File: src/rtl/sr_lock_pkg.sv
// sr_lock_pkg
// Shared definitions for the round-robin lock arbiter.
//   DEF_N / DEF_MAX_HOLD : default requester count and watchdog limit
//   MAX_N                : largest supported requester count
//   lock_state_t         : arbiter FSM states
//   onehot()             : index to one-hot vector (MAX_N bits wide)
package sr_lock_pkg;

  localparam int DEF_N        = 4;
  localparam int DEF_MAX_HOLD = 8;
  localparam int MAX_N        = 16;

  typedef enum logic [1:0] {
    IDLE = 2'd0,
    HELD = 2'd1,
    GAP  = 2'd2
  } lock_state_t;

  // Indices at or beyond n yield an all-zero vector rather than a stray bit.
  function automatic logic [MAX_N-1:0] onehot(input int unsigned idx, input int unsigned n);
    logic [MAX_N-1:0] v;
    v = '0;
    if (idx < n) v = MAX_N'(1) << idx;
    return v;
  endfunction

endpackage

File: src/rtl/rr_pick.sv
// rr_pick
// Combinational rotating-priority picker: finds the first set request bit
// starting at ptr and searching upward, wrapping modulo N.
//   req   : request vector
//   ptr   : position with highest priority this cycle
//   valid : at least one request is set
//   idx   : index of the winning request
module rr_pick
  import sr_lock_pkg::*;
#(
  parameter int N  = DEF_N,
  parameter int OW = $clog2(N)
) (
  input  logic [N-1:0]  req,
  input  logic [OW-1:0] ptr,
  output logic          valid,
  output logic [OW-1:0] idx
);

  logic [OW:0] cand;

  // Walk offsets from farthest to nearest so the nearest hit is written last.
  // The wrap is done by subtraction because N need not be a power of two.
  always_comb begin
    valid = 1'b0;
    idx   = '0;
    cand  = '0;
    for (int i = N - 1; i >= 0; i--) begin
      cand = {1'b0, ptr} + (OW+1)'(i);
      if (cand >= (OW+1)'(N)) cand = cand - (OW+1)'(N);
      if (req[cand[OW-1:0]]) begin
        valid = 1'b1;
        idx   = cand[OW-1:0];
      end
    end
  end

endmodule

File: src/rtl/sr_lock_arbiter.sv
// sr_lock_arbiter
// Round-robin mutual-exclusion arbiter for one shared resource. Ownership is
// a set/reset lock flag; a hold-time watchdog revokes long grants.
//   clk     : rising-edge clock
//   reset   : synchronous active-low reset
//   req     : per-requester request level
//   rel     : per-requester release pulse (only the owner's is honoured)
//   gnt     : registered one-hot grant, zero when nobody owns the lock
//   busy    : lock flag, high exactly while gnt is non-zero
//   owner   : current owner index, holds the last owner while idle
//   timeout : one-cycle pulse when the watchdog revokes a grant
module sr_lock_arbiter
  import sr_lock_pkg::*;
#(
  parameter  int N        = DEF_N,
  parameter  int MAX_HOLD = DEF_MAX_HOLD,
  localparam int OW       = $clog2(N)
) (
  input  logic          clk,
  input  logic          reset,
  input  logic [N-1:0]  req,
  input  logic [N-1:0]  rel,
  output logic [N-1:0]  gnt,
  output logic          busy,
  output logic [OW-1:0] owner,
  output logic          timeout
);

  localparam int CW = (MAX_HOLD > 0) ? $clog2(MAX_HOLD + 1) : 1;

  lock_state_t   state, state_nx;
  logic [OW-1:0] ptr, ptr_nx, owner_nx;
  logic [N-1:0]  gnt_nx;
  logic [CW-1:0] hold_cnt, hold_cnt_nx;
  logic          timeout_nx;
  logic          lock_set, lock_clr;
  logic          pick_valid;
  logic [OW-1:0] pick_idx;
  logic          rel_own, req_own, wd_hit;

  rr_pick #(.N(N), .OW(OW)) u_pick (
    .req   (req),
    .ptr   (ptr),
    .valid (pick_valid),
    .idx   (pick_idx)
  );

  assign rel_own = rel[owner];
  assign req_own = req[owner];
  assign wd_hit  = (MAX_HOLD != 0) && (hold_cnt == CW'(MAX_HOLD - 1));

  // Next-state logic. The lock flag is set only from IDLE and cleared only
  // from HELD, so set and clear can never coincide.
  always_comb begin
    state_nx    = state;
    gnt_nx      = gnt;
    owner_nx    = owner;
    ptr_nx      = ptr;
    hold_cnt_nx = hold_cnt;
    timeout_nx  = 1'b0;
    lock_set    = 1'b0;
    lock_clr    = 1'b0;
    case (state)
      IDLE: begin
        if (pick_valid) begin
          gnt_nx      = N'(onehot(32'(pick_idx), N));
          owner_nx    = pick_idx;
          ptr_nx      = (pick_idx == OW'(N - 1)) ? '0 : pick_idx + OW'(1);
          hold_cnt_nx = '0;
          lock_set    = 1'b1;
          state_nx    = HELD;
        end
      end
      HELD: begin
        if (hold_cnt != CW'(MAX_HOLD)) hold_cnt_nx = hold_cnt + CW'(1);
        if (rel_own || !req_own || wd_hit) begin
          gnt_nx     = '0;
          lock_clr   = 1'b1;
          // A release in the same cycle takes credit for the exit.
          timeout_nx = wd_hit && !rel_own;
          state_nx   = GAP;
        end
      end
      GAP:     state_nx = IDLE;
      default: state_nx = IDLE;
    endcase
  end

  // State, grant, owner, pointer, watchdog counter and timeout pulse.
  always_ff @(posedge clk) begin
    if (!reset) begin
      state    <= IDLE;
      gnt      <= '0;
      owner    <= '0;
      ptr      <= '0;
      hold_cnt <= '0;
      timeout  <= 1'b0;
    end else begin
      state    <= state_nx;
      gnt      <= gnt_nx;
      owner    <= owner_nx;
      ptr      <= ptr_nx;
      hold_cnt <= hold_cnt_nx;
      timeout  <= timeout_nx;
    end
  end

  // Lock flag: plain synchronous set/reset register.
  always_ff @(posedge clk) begin
    if (!reset)        busy <= 1'b0;
    else if (lock_set) busy <= 1'b1;
    else if (lock_clr) busy <= 1'b0;
  end

endmodule

File: config.mk
export PLATFORM = sky130hd
export DESIGN_NAME = sr_lock_arbiter
export DESIGN_NICKNAME = d
export VERILOG_FILES = /design/src/rtl/sr_lock_pkg.sv /design/src/rtl/rr_pick.sv /design/src/rtl/sr_lock_arbiter.sv
export SDC_FILE = /design/constraint.sdc
export NUM_CORES = 1
export LEC_CHECK = 0
export ABC_AREA = 1
export BUFFER_PORTS_ARGS = -buffer_cell sky130_fd_sc_hd__buf_2
export CORE_UTILIZATION = 52
export CTS_BUF_LIST = sky130_fd_sc_hd__clkbuf_8
export CTS_CLUSTER_DIAMETER = 100
export CTS_CLUSTER_SIZE = 10
export DETAILED_ROUTE_END_ITERATION = 10
export PLACE_DENSITY = 0.74
export SLEW_MARGIN = 5
export SYNTH_ARGS = -nofsm -noshare
export SYNTH_HDL_FRONTEND = slang
export SYNTH_SLANG_ARGS = --single-unit
File: constraint.sdc
create_clock -name clk -period 1.8 [get_ports clk]
set_clock_uncertainty 0.1 [all_clocks]
set_input_delay 0.36 -clock clk [delete_from_list [all_inputs] [get_ports clk]]
set_output_delay 0.36 -clock clk [all_outputs]
set_load 0.005 [all_outputs]
## Yosys cells after proc, flatten, opt, wreduce, memory -nomap -nowiden

Cells that the tools add are included.

- Latch bits: 0
- Bits of input ports: 10
- Output and inout port bits: 8
- Memory bits (writable): 0
- Register bits after elaboration: 16
- ROM bits: 0
- Memories: 0
- Logic and storage cells: 86

- Divide/modulo/power cells: 0
- Bitwise operators: 0
- Multiply operators: 0
- Mux-type cells: 40
- Equality and inequality tests: 7
- Order comparisons: 9
- Add/subtract/negate cells: 9
- Reduce and logical (&&, ||, !) cells: 13
- Shift operators: 1

Operator list:

| operator | number |
|---|---|
| $mux 2 | 11 |
| $mux 1 | 16 |
| $mux 4 | 4 |
| $pmux 4 s2 | 2 |
| $lt 2x3->1 const B | 5 |
| $bmux 1 s2 | 6 |
| $ge 3x3->1 const B | 3 |
| $reduce_and 3->1 | 3 |
| $sub 2x1->2 const B | 4 |
| $add 2x2->3 const B | 2 |
| $ne 2x2->1 const B | 3 |
| $add 4x1->4 const B | 1 |
| $eq 4x3->1 const B | 1 |
| $ne 4x4->1 const B | 1 |
| $pmux 2 s2 | 1 |
| $reduce_and 2->1 | 2 |
| $reduce_bool 2->1 | 2 |
| $shl 1x2->4 const A | 1 |
| $add 2x1->3 const B | 1 |
| $ge 2x3->1 const B | 1 |
| $add 2x1->2 const B | 1 |
| $eq 2x1->1 const B | 1 |
| $eq 2x2->1 const B | 1 |
| $logic_not 1->1 | 2 |
| 3 further kinds | 4 |

## Depth between registers and ports, before layout

Gate-level depths: netlist of the first run.

- Depth in word-level cells: 12
- Mapped depth: 12
- Mapped depth without buffers: 12

## Modules after synthesis

A second synthesis of the first run with hierarchy kept.

- Cell total of the unflattened synthesis: 151
- Area, all modules: 1057.3 um^2

By module, submodules not included:

| module | cells an instance | seq. area each (um^2) | times used | area an instance (um^2) |
|---|---|---|---|---|
| sr_lock_arbiter | 105 | 320.3 | 1 | 844.6 |
| rr_pick | 46 | 0.0 | 1 | 212.7 |

## Worst setup path before layout of the first run

OpenSTA, ideal clock, no wires.

- Kind: register -> register
- Start: reg ptr[0]
- End: reg ptr[1]
- Stages on the path, launching flop included: 11
- Setup time: 0.119 ns
- Slack: 0.173 ns
- Path buffers: 1
- Data required time: 1.581 ns
- Data arrival time: 1.408 ns
- Clock period less this slack: 1.627 ns
- Cells stage by stage: dfxtp_1 > buf_6 > o21ai_2 > nand2_2 > nand2_1 > nand2_1 > nand3_2 > nand2_1 > ha_1 > nand2_1 > o21ai_1

- Longest elaborated chain between the ends: 11
- Elaborated cells between the ends (all ways): 35
- Those cells by class: 8 x add/sub; 4 x order compare; 1 x eq/ne; 21 x mux; 1 x reduce/logical

Ends and longest elaborated chain:

| item | line | source |
|---|---|---|
| start: declaration | sr_lock_arbiter.sv:32 | `logic [OW-1:0] ptr, ptr_nx, owner_nx;` |
| start signal: assignment | sr_lock_arbiter.sv:102 | `ptr <= ptr_nx;` |
| $add 2x2->3 | rr_pick.sv:29 | `cand = {1'b0, ptr} + (OW+1)'(i);` |
| $ge 3x3->1 or $sub 2x1->2 (tied branches) | rr_pick.sv:30 | `if (cand >= (OW+1)'(N)) cand = cand - (OW+1)'(N);` |
| $mux 2 | rr_pick.sv:30 |  |
| $bmux 1 s2 | rr_pick.sv:31 | `if (req[cand[OW-1:0]]) begin` |
| $mux 1 (implied by the code) | rr_pick.sv:31 |  |
| $mux 2 (3 in a row) | rr_pick.sv:31 |  |
| $mux 2 * | rr_pick.sv:31 |  |
| net pick_idx[0] | sr_lock_arbiter.sv:38 | `logic [OW-1:0] pick_idx;` |
| $add 2x1->2 or $eq 2x2->1 (tied branches) | sr_lock_arbiter.sv:68 | `ptr_nx = (pick_idx == OW'(N - 1)) ? '0 : pick_idx + OW'(1);` |
| $mux 2 * | sr_lock_arbiter.sv:68 |  |

Mark *: on every way through the listed nets, which the timed path passes. The rest lies on a longest branch. The select of a mux whose other input is x is not followed.
A chain may end at the register's enable or synchronous reset.

## Worst setup path after layout of the first run

- Start: reg ptr[0]
- End: reg gnt[0]

- Longest elaborated chain between the ends: 12
- Elaborated cells between the ends (all ways): 36
- Those cells by class: 7 x add/sub; 4 x order compare; 1 x eq/ne; 1 x shift; 22 x mux; 1 x reduce/logical

Ends and longest elaborated chain:

| item | line | source |
|---|---|---|
| $add 2x2->3 | rr_pick.sv:29 |  |
| $ge 3x3->1 or $sub 2x1->2 (tied branches) | rr_pick.sv:30 |  |
| $mux 2 | rr_pick.sv:30 |  |
| $bmux 1 s2 | rr_pick.sv:31 |  |
| $mux 1 (implied by the code) | rr_pick.sv:31 |  |
| $mux 2 (3 in a row) | rr_pick.sv:31 |  |
| $mux 2 * | rr_pick.sv:31 |  |
| net pick_idx[0] | sr_lock_arbiter.sv:38 |  |
| $shl 1x2->4 * | sr_lock_pkg.sv:23 | `if (idx < n) v = MAX_N'(1) << idx;` |
| $mux 4 * | sr_lock_arbiter.sv:65 | `if (pick_valid) begin` |
| $pmux 4 s2 * | sr_lock_arbiter.sv:63 | `case (state)` |
| end signal: assignment | sr_lock_arbiter.sv:100 | `gnt <= gnt_nx;` |
| end: declaration | sr_lock_arbiter.sv:23 | `output logic [N-1:0] gnt,` |

Marks and branches as above.

==> run metrics, run 1 <==
maximum count of clock buffers along a single path 2; path type of the worst setup path reg -> reg; final critical path time including I/O delays and setup 1.733 ns; post-route design area 0.001394 mm2; y dimension of the die 49.03 um; clock root buffer clkbuf_8; Setup Buffers After CTS 0; vias in the first global route 1009; vias post-DR 1089; kind of capture point of the worst setup path register; average wire per standard cell 11.35 um; maximum number of pins on one net before global-route repair 10; Final Total Pwr 0.002245 W; total negative slack for setup checks 0 ns; Worst Tran Pin Value 0.3705 ns; die area 0.002403 mm2; Port Buffer Count 17; Remaining Overflow, GRT 0; number of endpoints failing setup at the final stage 0; total nets after synthesis 178; H-tree Lvls 1; count of standard-cell rows 16; number of distinct library cell variants in the gate-level netlist after synthesis 30; Skew-Pair Late Insertion Delay 0.25 ns; count of clock tree sinks 16; synthesized instance count 162; post-synthesis sequential area ratio 27.86%; required time of the critical path 1.85 ns; share of async-settable or async-resettable flops after synthesis 0%; first-pass iteration count of the detailed router 4; outcome complete, no violations; count of final hold-check violations 0; post-synthesis adder-cell area fraction 6.529%; total of cells resized after clock tree synthesis 0; Ports 18; worst-case headroom to the max-slew limit 75.21%; DIE WIDTH 49.03 um; half-perimeter wire length after detailed placement 1789 um; most common library cell in the layout ignoring fill and taps nand2_1; Main synth FF type dfxtp_1; slowest library cell on the worst path dfxtp_2; All-Layer GR Usage 21.70%; CTS buffer count 3; leak pwr 0.6926 nW; simple logic cell fraction of the synthesized area 40.59%; max-cap viol count 0; Area after DPL 0.001297 mm2; synthesis-to-finish area growth 21.22%; upper clock frequency limit 577.1 MHz; kind of start point of the critical path register; main combinational cell family by area after synthesis simple AND/OR/NAND/NOR gates; crit path cell chain buf_6 > nand2_1 > nand2_2 > nor2_4 > nor2_1 > nand3_2 > nand2_2 > inv_1 > ha_1 > nand2_1 > o21ai_2; cell area after synthesis 0.001150 mm2; count of warnings emitted by yosys 0; CP bufs+invs 2; final layout net count 204; Crit path arrival time 1.78 ns; type of the worst min-delay path in -> reg; number of antenna violations at the first check in global routing 0; global-route wire length before repair 4057 um; share of synthesized area spent on multiplexers 0%; delay of the slowest cell on the worst path 0.36 ns; fraction of final layout cells sized beyond drive strength 1 36.36%; PwrDens 1611 mW/mm2; largest fanout of any net on the critical path 8; mean instance size in the synthesized netlist 7.098 um2; post-synthesis sequential element count 16; EDFF count, synth 0; Clock Pin Slew Worst Setup and Hold Paths 0.07 ns; diodes inserted 0; global placer's final weighted congestion 0.8857; share of the synthesized area in compound gates (AO/OA/AOI/OAI) 15.02%; share of the clock period used by the worst path after layout 96.27%; DR DRC count 0; core outline area 0.002022 mm2; final wirelength 2428 um; post-synthesis xor/xnor area fraction 0.7617%; post-DR vias/cell 5.089; initial cell density of the core 56.87%; hold-fix buffer count after cts 0; clock tree from TritonCTS built; final count of pins violating max slew 0; commonest non-fill, non-tap cells in the layout 48 x nand2_1, 20 x inv_1, 17 x buf_2; Detail Route Antenna Nets 0; worst supply voltage drop on vdd 0.001024 V; family with the most delay on the worst path simple AND/OR/NAND/NOR gates; Detailed Route Iter0 Violations 26
==> cell families (layout without fill, tap and decap cells) <==
group	count (synthesis)	count (layout)
buf+inv	26	51
flops	16	16
simple gates	92	92
fa+ha+maj	6	6
compound gates	21	21
xor+xnor	1	1
==> Yosys cell counts (2+ instances only) <==
library cell / count / area share, %
a21oi_1: 3 / 1.3
dfxtp_1: 16 / 28
ha_1: 6 / 6.5
inv_1: 22 / 7.2
inv_2: 2 / 0.65
nand2_1: 52 / 17
nand2_2: 4 / 2.2
nand2_4: 2 / 2.0
nand3_1: 13 / 5.7
nand3_2: 3 / 2.6
nor2_1: 8 / 2.6
nor2_2: 2 / 1.1
nor2_4: 2 / 2.0
nor3_1: 2 / 0.87
o21ai_0: 3 / 1.3
o21ai_1: 2 / 0.87
o21ai_2: 7 / 5.3
==> worst paths after layout <==
check             slack, ns                 from                        to  cells past startpoint
hold / removal         0.34                reset  hold_cnt[1]$_SDFFE_PN0P_                      3
setup reg to reg       0.07  ptr[0]$_SDFFE_PN0P_       gnt[0]$_SDFFE_PN0P_                     11
setup / recovery       0.07  ptr[0]$_SDFFE_PN0P_       gnt[0]$_SDFFE_PN0P_                     11
hold reg to reg        0.37  gnt[2]$_SDFFE_PN0P_       gnt[2]$_SDFFE_PN0P_                      2
==> worst min-delay path: stages <==
cell and delay [ns]:
buf_2 0.15, o21ai_1 0.09, nor2_1 0.05
==> final cells by class <==
cell class                      instances  area (um2)
Inverter                               24       90.09
Clock buffer                            4       55.05
Fill cell                             185       628.1
Sequential cell                        16       322.8
Timing Repair Buffer                   23       133.9
Tap cell                               27       33.78
Multi-Input combinational cell        120       758.2
==> per-stage QoR <==
step	util [%]	cells	hold WS, ns	setup WS, ns
final	68.94	214	0.3436	0.06723
after global routing	68.94	214	0.3618	-0.009293
after CTS	66.89	214	0.3284	0.01365
after detailed placement	64.17	210	0.3603	0.01764
after global placement	64.17	210	0.3579	0.04357
after floorplan	-	162	0.3690	0.1727
==> sequential cells by signal (all words and copies together) (netlist names) <==
| signal | cells |
|---|---|
| owner | 2 |
| state | 2 |
| ptr | 2 |
| gnt | 4 |
| busy | 1 |
| hold_cnt | 4 |
| timeout | 1 |
==> power by group <==
part / switching, W / internal (W)
clock: 0.000129 / 0.000194
sequential: 0.0000834 / 0.000473
combinational: 0.000851 / 0.000514
==> layer usage <==
layer | wire length (um) | track usage, % | vias to the layer above
met3 | 111 | 4.673 | 4
met1 | 1106 | 25.86 | 496
met5 | 0 | 0 | -
li1 | - | - | 564
met2 | 1186 | 38.89 | 25
met4 | 23 | 5.882 | 0
(Power assumes the default switching activity.)
==> run 2: changes to the inputs <==
- GPL_ROUTABILITY_DRIVEN: default -> 0
- SETUP_SLACK_MARGIN: default -> 0.15
==> run 2 against run 1 <==
Compared with the run above:
- setup slack gained 0.026 ns
- via count up 1.5%
- first-iteration DRC count increased by 23%
- sequential power about the same
- global-route usage increased by 0.92 points
- total power increased by 3.6%
- critical path type unchanged
- critical endpoint is now ptr[1]$_SDFFE_PN0P_
- largest cell class unchanged
- highest routed layer unchanged
==> run metrics, run 2 (same netlist as run 1, synthesis figures left out) <==
y dimension of the die 49.03 um (unchanged); maximum count of clock buffers along a single path 2 (unchanged); worst-case headroom to the max-slew limit 75.20% (was 75.21%); path type of the worst setup path reg -> reg (unchanged); final critical path time including I/O delays and setup 1.707 ns (was 1.733 ns); half-perimeter wire length after detailed placement 1789 um (unchanged); hold-fix buffer count after cts 0 (unchanged); total negative slack for setup checks 0 ns (unchanged); average wire per standard cell 11.93 um (was 11.35 um); R2R Setup Slk 0.09 ns (was 0.07 ns); core outline area 0.002022 mm2 (unchanged); launch instance of the worst min-delay path reset (unchanged); vias post-DR 1105 (was 1089); fraction of final layout cells sized beyond drive strength 1 39.15% (was 36.36%); Worst Tran Pin Value 0.3707 ns (was 0.3705 ns); final wirelength 2576 um (was 2428 um); kind of start point of the critical path register (unchanged); post-route design area 0.001434 mm2 (was 0.001394 mm2); vias in the first global route 1050 (was 1009); most common library cell in the layout ignoring fill and taps nand2_1 (unchanged); largest fanout of any net on the critical path 8 (unchanged); commonest non-fill, non-tap cells in the layout 47 x nand2_1, 19 x inv_1, 17 x buf_2 (was 48 x nand2_1, 20 x inv_1, 17 x buf_2); final layout net count 206 (was 204); PwrDens 1622 mW/mm2 (was 1611 mW/mm2); DIE WIDTH 49.03 um (unchanged); r2r startpoint ptr[0]$_SDFFE_PN0P_ (unchanged); outcome complete, no violations (unchanged); Crit path arrival time 1.75 ns (was 1.78 ns); worst supply voltage drop on vdd 0.001068 V (was 0.001024 V); number of endpoints failing setup at the final stage 0 (unchanged); final count of pins violating max slew 0 (unchanged); count of final hold-check violations 0 (unchanged); share of the clock period used by the worst path after layout 94.83% (was 96.27%); kind of capture point of the worst setup path register (unchanged); count of clock tree sinks 16 (unchanged); final standard cell utilization of the core 70.92% (was 68.94%); All-Layer GR Usage 22.62% (was 21.70%); Ports 18 (unchanged); synthesis-to-finish area growth 24.70% (was 21.22%); wire length on met2 1301 um (was 1186 um); Port Buffer Count 17 (unchanged); number of antenna violations at the first check in global routing 0 (unchanged); clock root buffer clkbuf_8 (unchanged); count of standard-cell rows 16 (unchanged); sequential cell area 321.6 um2 (was 322.8 um2); sum of routed wire segments on met1 1098 um (was 1106 um); Detailed Route Iter0 Violations 32 (was 26); WHS Endpoint hold_cnt[1]$_SDFFE_PN0P_ (unchanged); RSZ-0062 raised after global routing yes; Area after DPL 0.001297 mm2 (unchanged); required time of the critical path 1.85 ns (about the same); Final Total Pwr 0.002326 W (was 0.002245 W); Skew-Pair Late Insertion Delay 0.25 ns (about the same); largest registers gnt: 4 flops, hold_cnt: 4 flops (unchanged); diodes inserted 0 (unchanged); DR DRC count 0 (unchanged); initial cell density of the core 56.87% (unchanged); area of the multi-input gates 780.7 um2 (was 758.2 um2); global-route wire length before repair 4195 um (was 4057 um); Detail Route Antenna Nets 0 (unchanged); type of the worst min-delay path in -> reg (unchanged); Top Metal Used met4 (unchanged); Clock Pin Slew Worst Setup and Hold Paths 0.07 ns (about the same); H-tree Lvls 1 (unchanged); upper clock frequency limit 585.9 MHz (was 577.1 MHz); CTS buffer count 3 (unchanged); clock tree from TritonCTS built (unchanged); die area 0.002403 mm2 (unchanged); Critical R2R Capture ptr[1]$_SDFFE_PN0P_ (was gnt[0]$_SDFFE_PN0P_); first-pass iteration count of the detailed router 4 (unchanged); Remaining Overflow, GRT 0 (unchanged); hold_ws 0.3359 ns (was 0.3436 ns); worst hold stages 3 (unchanged); met3 WL 127 um (was 111 um); max-cap viol count 0 (unchanged); leak pwr 0.7171 nW (was 0.6926 nW); Layout fillers 174 (was 185); post-DR vias/cell 5.116 (was 5.089); r2r worst-path depth 11 (unchanged); maximum number of pins on one net before global-route repair 10 (unchanged)
run 2: power breakdown:
part	total, W	internal [W]	switching [W]
Sequential	0.000556	0.000472	0.0000848
Clock	0.000325	0.000194	0.000131
Combinational	0.00145	0.000555	0.000890
Total	0.00233	0.00122	0.00111
run 2: layer usage:
metal	global-route usage, %	up-vias
met3	4.984	6
li1	-	568
met4	9.804	0
met1	26.82	500
met5	0	-
met2	38.89	31
run 2: worst max-delay path by stage:
stage,start,to,slack [ns],depth (start not counted)
after floorplan,ptr[0]$_SDFFE_PN0P_,ptr[1]$_SDFFE_PN0P_,0.17,10
after global placement,req[1],gnt[0]$_SDFFE_PN0P_,0.04,12
after detailed placement,req[1],gnt[0]$_SDFFE_PN0P_,0.02,11
after CTS,ptr[0]$_SDFFE_PN0P_,ptr[1]$_SDFFE_PN0P_,0.14,10
after global routing,ptr[0]$_SDFFE_PN0P_,ptr[1]$_SDFFE_PN0P_,0.03,10
final,ptr[0]$_SDFFE_PN0P_,ptr[1]$_SDFFE_PN0P_,0.09,11
run 2: worst max-delay path, stage by stage (launching register included):
cell	delay [ns]
dfxtp_2	0.36
buf_8	0.15
nand2_1	0.09
nand2_2	0.11
nand2_2	0.10
nand2_1	0.08
nand2_1	0.06
nand3_2	0.07
nand2_2	0.07
ha_1	0.28
nand2_1	0.06
o21ai_1	0.05
run 2: per-stage QoR:
stage,setup WS [ns],instances
global placement,0.04357,210
floorplan,0.1727,162
CTS,0.1439,214
global route,0.02507,216
finish,0.09311,216
detailed placement,0.01764,210
run 2: final cells by class:
cell class / instances / share of cell area [%]
inverters: 24 / 6.283
multi-input cells: 120 / 54.45
flip-flops and latches: 16 / 22.43
well taps: 27 / 2.356
clock buffers: 4 / 3.839
repair buffers: 25 / 10.65
run 2: timing repair:
action / in CTS / in global routing
gates resized for setup: 13 / 8
setup buffers: 0 / 2
pin swaps: 6 / 3
endpoints found under the setup margin: 4 / 6
==> run 3: changes to the inputs <==
- MAX_ROUTING_LAYER: default -> met4
- SLEW_MARGIN: 5 -> 20
==> run 3 against run 2 <==
Compared with the run above:
- sequential power about the same
- die area unchanged
- final area unchanged
- sequential cell count unchanged
- non-clock buffer count unchanged
- routed wire length unchanged
- first-iteration DRC count unchanged
- combinational power about the same
- worst hold slack about the same
- highest routed layer unchanged
==> run metrics, run 3 (same netlist as run 1, synthesis figures left out) <==
number of antenna violations at the first check in global routing 0 (unchanged); count of final hold-check violations 0 (unchanged); cell depth of the worst setup path 11 (unchanged); first-pass iteration count of the detailed router 4 (unchanged); die area 0.002403 mm2 (unchanged); count of standard-cell rows 16 (unchanged); maximum count of clock buffers along a single path 2 (unchanged); core outline area 0.002022 mm2 (unchanged); PwrDens 1623 mW/mm2 (was 1622 mW/mm2); most repeated library cell on the critical path nand2_1 (unchanged); R2R Setup Slk 0.09 ns (about the same); r2r startpoint ptr[0]$_SDFFE_PN0P_ (unchanged); worst hold stages 3 (unchanged); slowest library cell on the worst path dfxtp_2 (unchanged); final layout net count 206 (unchanged); final count of pins violating max slew 0 (unchanged); clock tree from TritonCTS built (unchanged); r2r worst-path depth 11 (unchanged); leak pwr 0.7171 nW (unchanged); All-Layer GR Usage 23.26% (was 22.62%); Critical R2R Capture ptr[1]$_SDFFE_PN0P_ (unchanged); post-DR vias/cell 5.116 (unchanged); delay of the slowest cell on the worst path 0.36 ns (about the same); WHS Endpoint hold_cnt[1]$_SDFFE_PN0P_ (unchanged); post-route setup slack 0.09311 ns (unchanged); worst supply voltage drop on vdd 0.001068 V (about the same); required time of the critical path 1.85 ns (about the same); worst-case headroom to the max-slew limit 75.20% (unchanged); synthesis-to-finish area growth 24.70% (unchanged); count of clock tree sinks 16 (unchanged); clock root buffer clkbuf_8 (unchanged); RSZ-0062 raised after global routing yes (unchanged); vias in the first global route 1050 (unchanged); fraction of final layout cells sized beyond drive strength 1 39.15% (unchanged); average wire per standard cell 11.93 um (unchanged); Detailed Route Iter0 Violations 32 (unchanged); type of the worst min-delay path in -> reg (unchanged); half-perimeter wire length after detailed placement 1789 um (unchanged); number of endpoints failing setup at the final stage 0 (unchanged); initial cell density of the core 56.87% (unchanged); family with the most delay on the worst path simple AND/OR/NAND/NOR gates (unchanged); max-cap viol count 0 (unchanged); hold-fix buffer count after cts 0 (unchanged); Skew-Pair Late Insertion Delay 0.25 ns (about the same); DIE WIDTH 49.03 um (unchanged); diodes inserted 0 (unchanged); launch instance of the worst min-delay path reset (unchanged); final critical path time including I/O delays and setup 1.707 ns (unchanged); total negative slack for setup checks 0 ns (unchanged); global-route wire length before repair 4202 um (was 4195 um); most common library cell in the layout ignoring fill and taps nand2_1 (unchanged); kind of capture point of the worst setup path register (unchanged); largest registers gnt: 4 flops, hold_cnt: 4 flops (unchanged); Area after DPL 0.001297 mm2 (unchanged); final wirelength 2576 um (unchanged); Crit path arrival time 1.75 ns (about the same); y dimension of the die 49.03 um (unchanged); Detail Route Antenna Nets 0 (unchanged); Layout fillers 174 (unchanged); outcome complete, no violations (unchanged); commonest non-fill, non-tap cells in the layout 47 x nand2_1, 19 x inv_1, 17 x buf_2 (unchanged); path type of the worst setup path reg -> reg (unchanged); CP bufs+invs 1 (unchanged); crit path cell chain buf_8 > nand2_1 > nand2_2 > nand2_2 > nand2_1 > nand2_1 > nand3_2 > nand2_2 > ha_1 > nand2_1 > o21ai_1 (unchanged); kind of start point of the critical path register (unchanged); Port Buffer Count 17 (unchanged); share of the clock period used by the worst path after layout 94.83% (unchanged); post-route design area 0.001434 mm2 (unchanged); DR DRC count 0 (unchanged); H-tree Lvls 1 (unchanged); Worst Tran Pin Value 0.3707 ns (unchanged); Ports 18 (unchanged); Remaining Overflow, GRT 0 (unchanged); Clock Pin Slew Worst Setup and Hold Paths 0.07 ns (about the same); CTS buffer count 3 (unchanged); largest fanout of any net on the critical path 8 (unchanged); upper clock frequency limit 585.9 MHz (unchanged); Place WS 0.01764 ns (unchanged); vias post-DR 1105 (unchanged); maximum number of pins on one net before global-route repair 10 (unchanged)
run 3: report_power, final:
part	internal [W]	switching [W]	leakage [nW]
Sequential	0.000472	0.0000848	0.132
Clock	0.000194	0.000131	0.0288
Combinational	0.000555	0.000890	0.557
run 3: how the worst max path moves through the flow:
| stage | startpoint | to | slack [ns] |
|---|---|---|---|
| 2_1_floorplan | ptr[0]$_SDFFE_PN0P_ | ptr[1]$_SDFFE_PN0P_ | 0.17 |
| 3_3_place_gp | req[1] | gnt[0]$_SDFFE_PN0P_ | 0.04 |
| 3_5_place_dp | req[1] | gnt[0]$_SDFFE_PN0P_ | 0.02 |
| 4_1_cts | ptr[0]$_SDFFE_PN0P_ | ptr[1]$_SDFFE_PN0P_ | 0.14 |
| 5_1_grt | ptr[0]$_SDFFE_PN0P_ | ptr[1]$_SDFFE_PN0P_ | 0.03 |
| 6_report | ptr[0]$_SDFFE_PN0P_ | ptr[1]$_SDFFE_PN0P_ | 0.09 |
run 3: per-stage QoR:
step	std cells	power (W)	hold WS [ns]	util, %
3_3_place_gp	210	0.001798	0.3579	64.17
5_1_grt	216	0.002515	0.3619	70.92
2_1_floorplan	162	0.001535	0.3690	-
6_report	216	0.002327	0.3357	70.92
4_1_cts	214	0.002241	0.3284	69.12
3_5_place_dp	210	0.001842	0.3603	64.17
run 3: per-layer routing:
layer | share of wire [%] | wire, um | global-route usage (%)
met3 | 4.9 | 127 | 4.984
met5 | 0 | 0 | -
met1 | 43 | 1098 | 26.82
met2 | 51 | 1301 | 38.89
met4 | 1.9 | 49 | 9.804
run 3: final cells by class:
class                           count  area (um2)  share of cell area, %
Multi-Input combinational cell    120       780.7                  54.45
Sequential cell                    16       321.6                  22.43
Timing Repair Buffer               25       152.6                  10.65
Inverter                           24       90.09                  6.283
Clock buffer                        4       55.05                  3.839
Tap cell                           27       33.78                  2.356
run 3: tightest hold or removal path: stages:
cell	delay [ns]
buf_2	0.15
o21ai_1	0.09
nor2_1	0.05
run 3: timing repair:
action | CTS | global route
hold endpoints to repair | 0 | 0
gates resized for setup | 13 | 8
pin swaps | 6 | 3
setup buffers | 0 | 2
setup endpoints to repair | 4 | 6
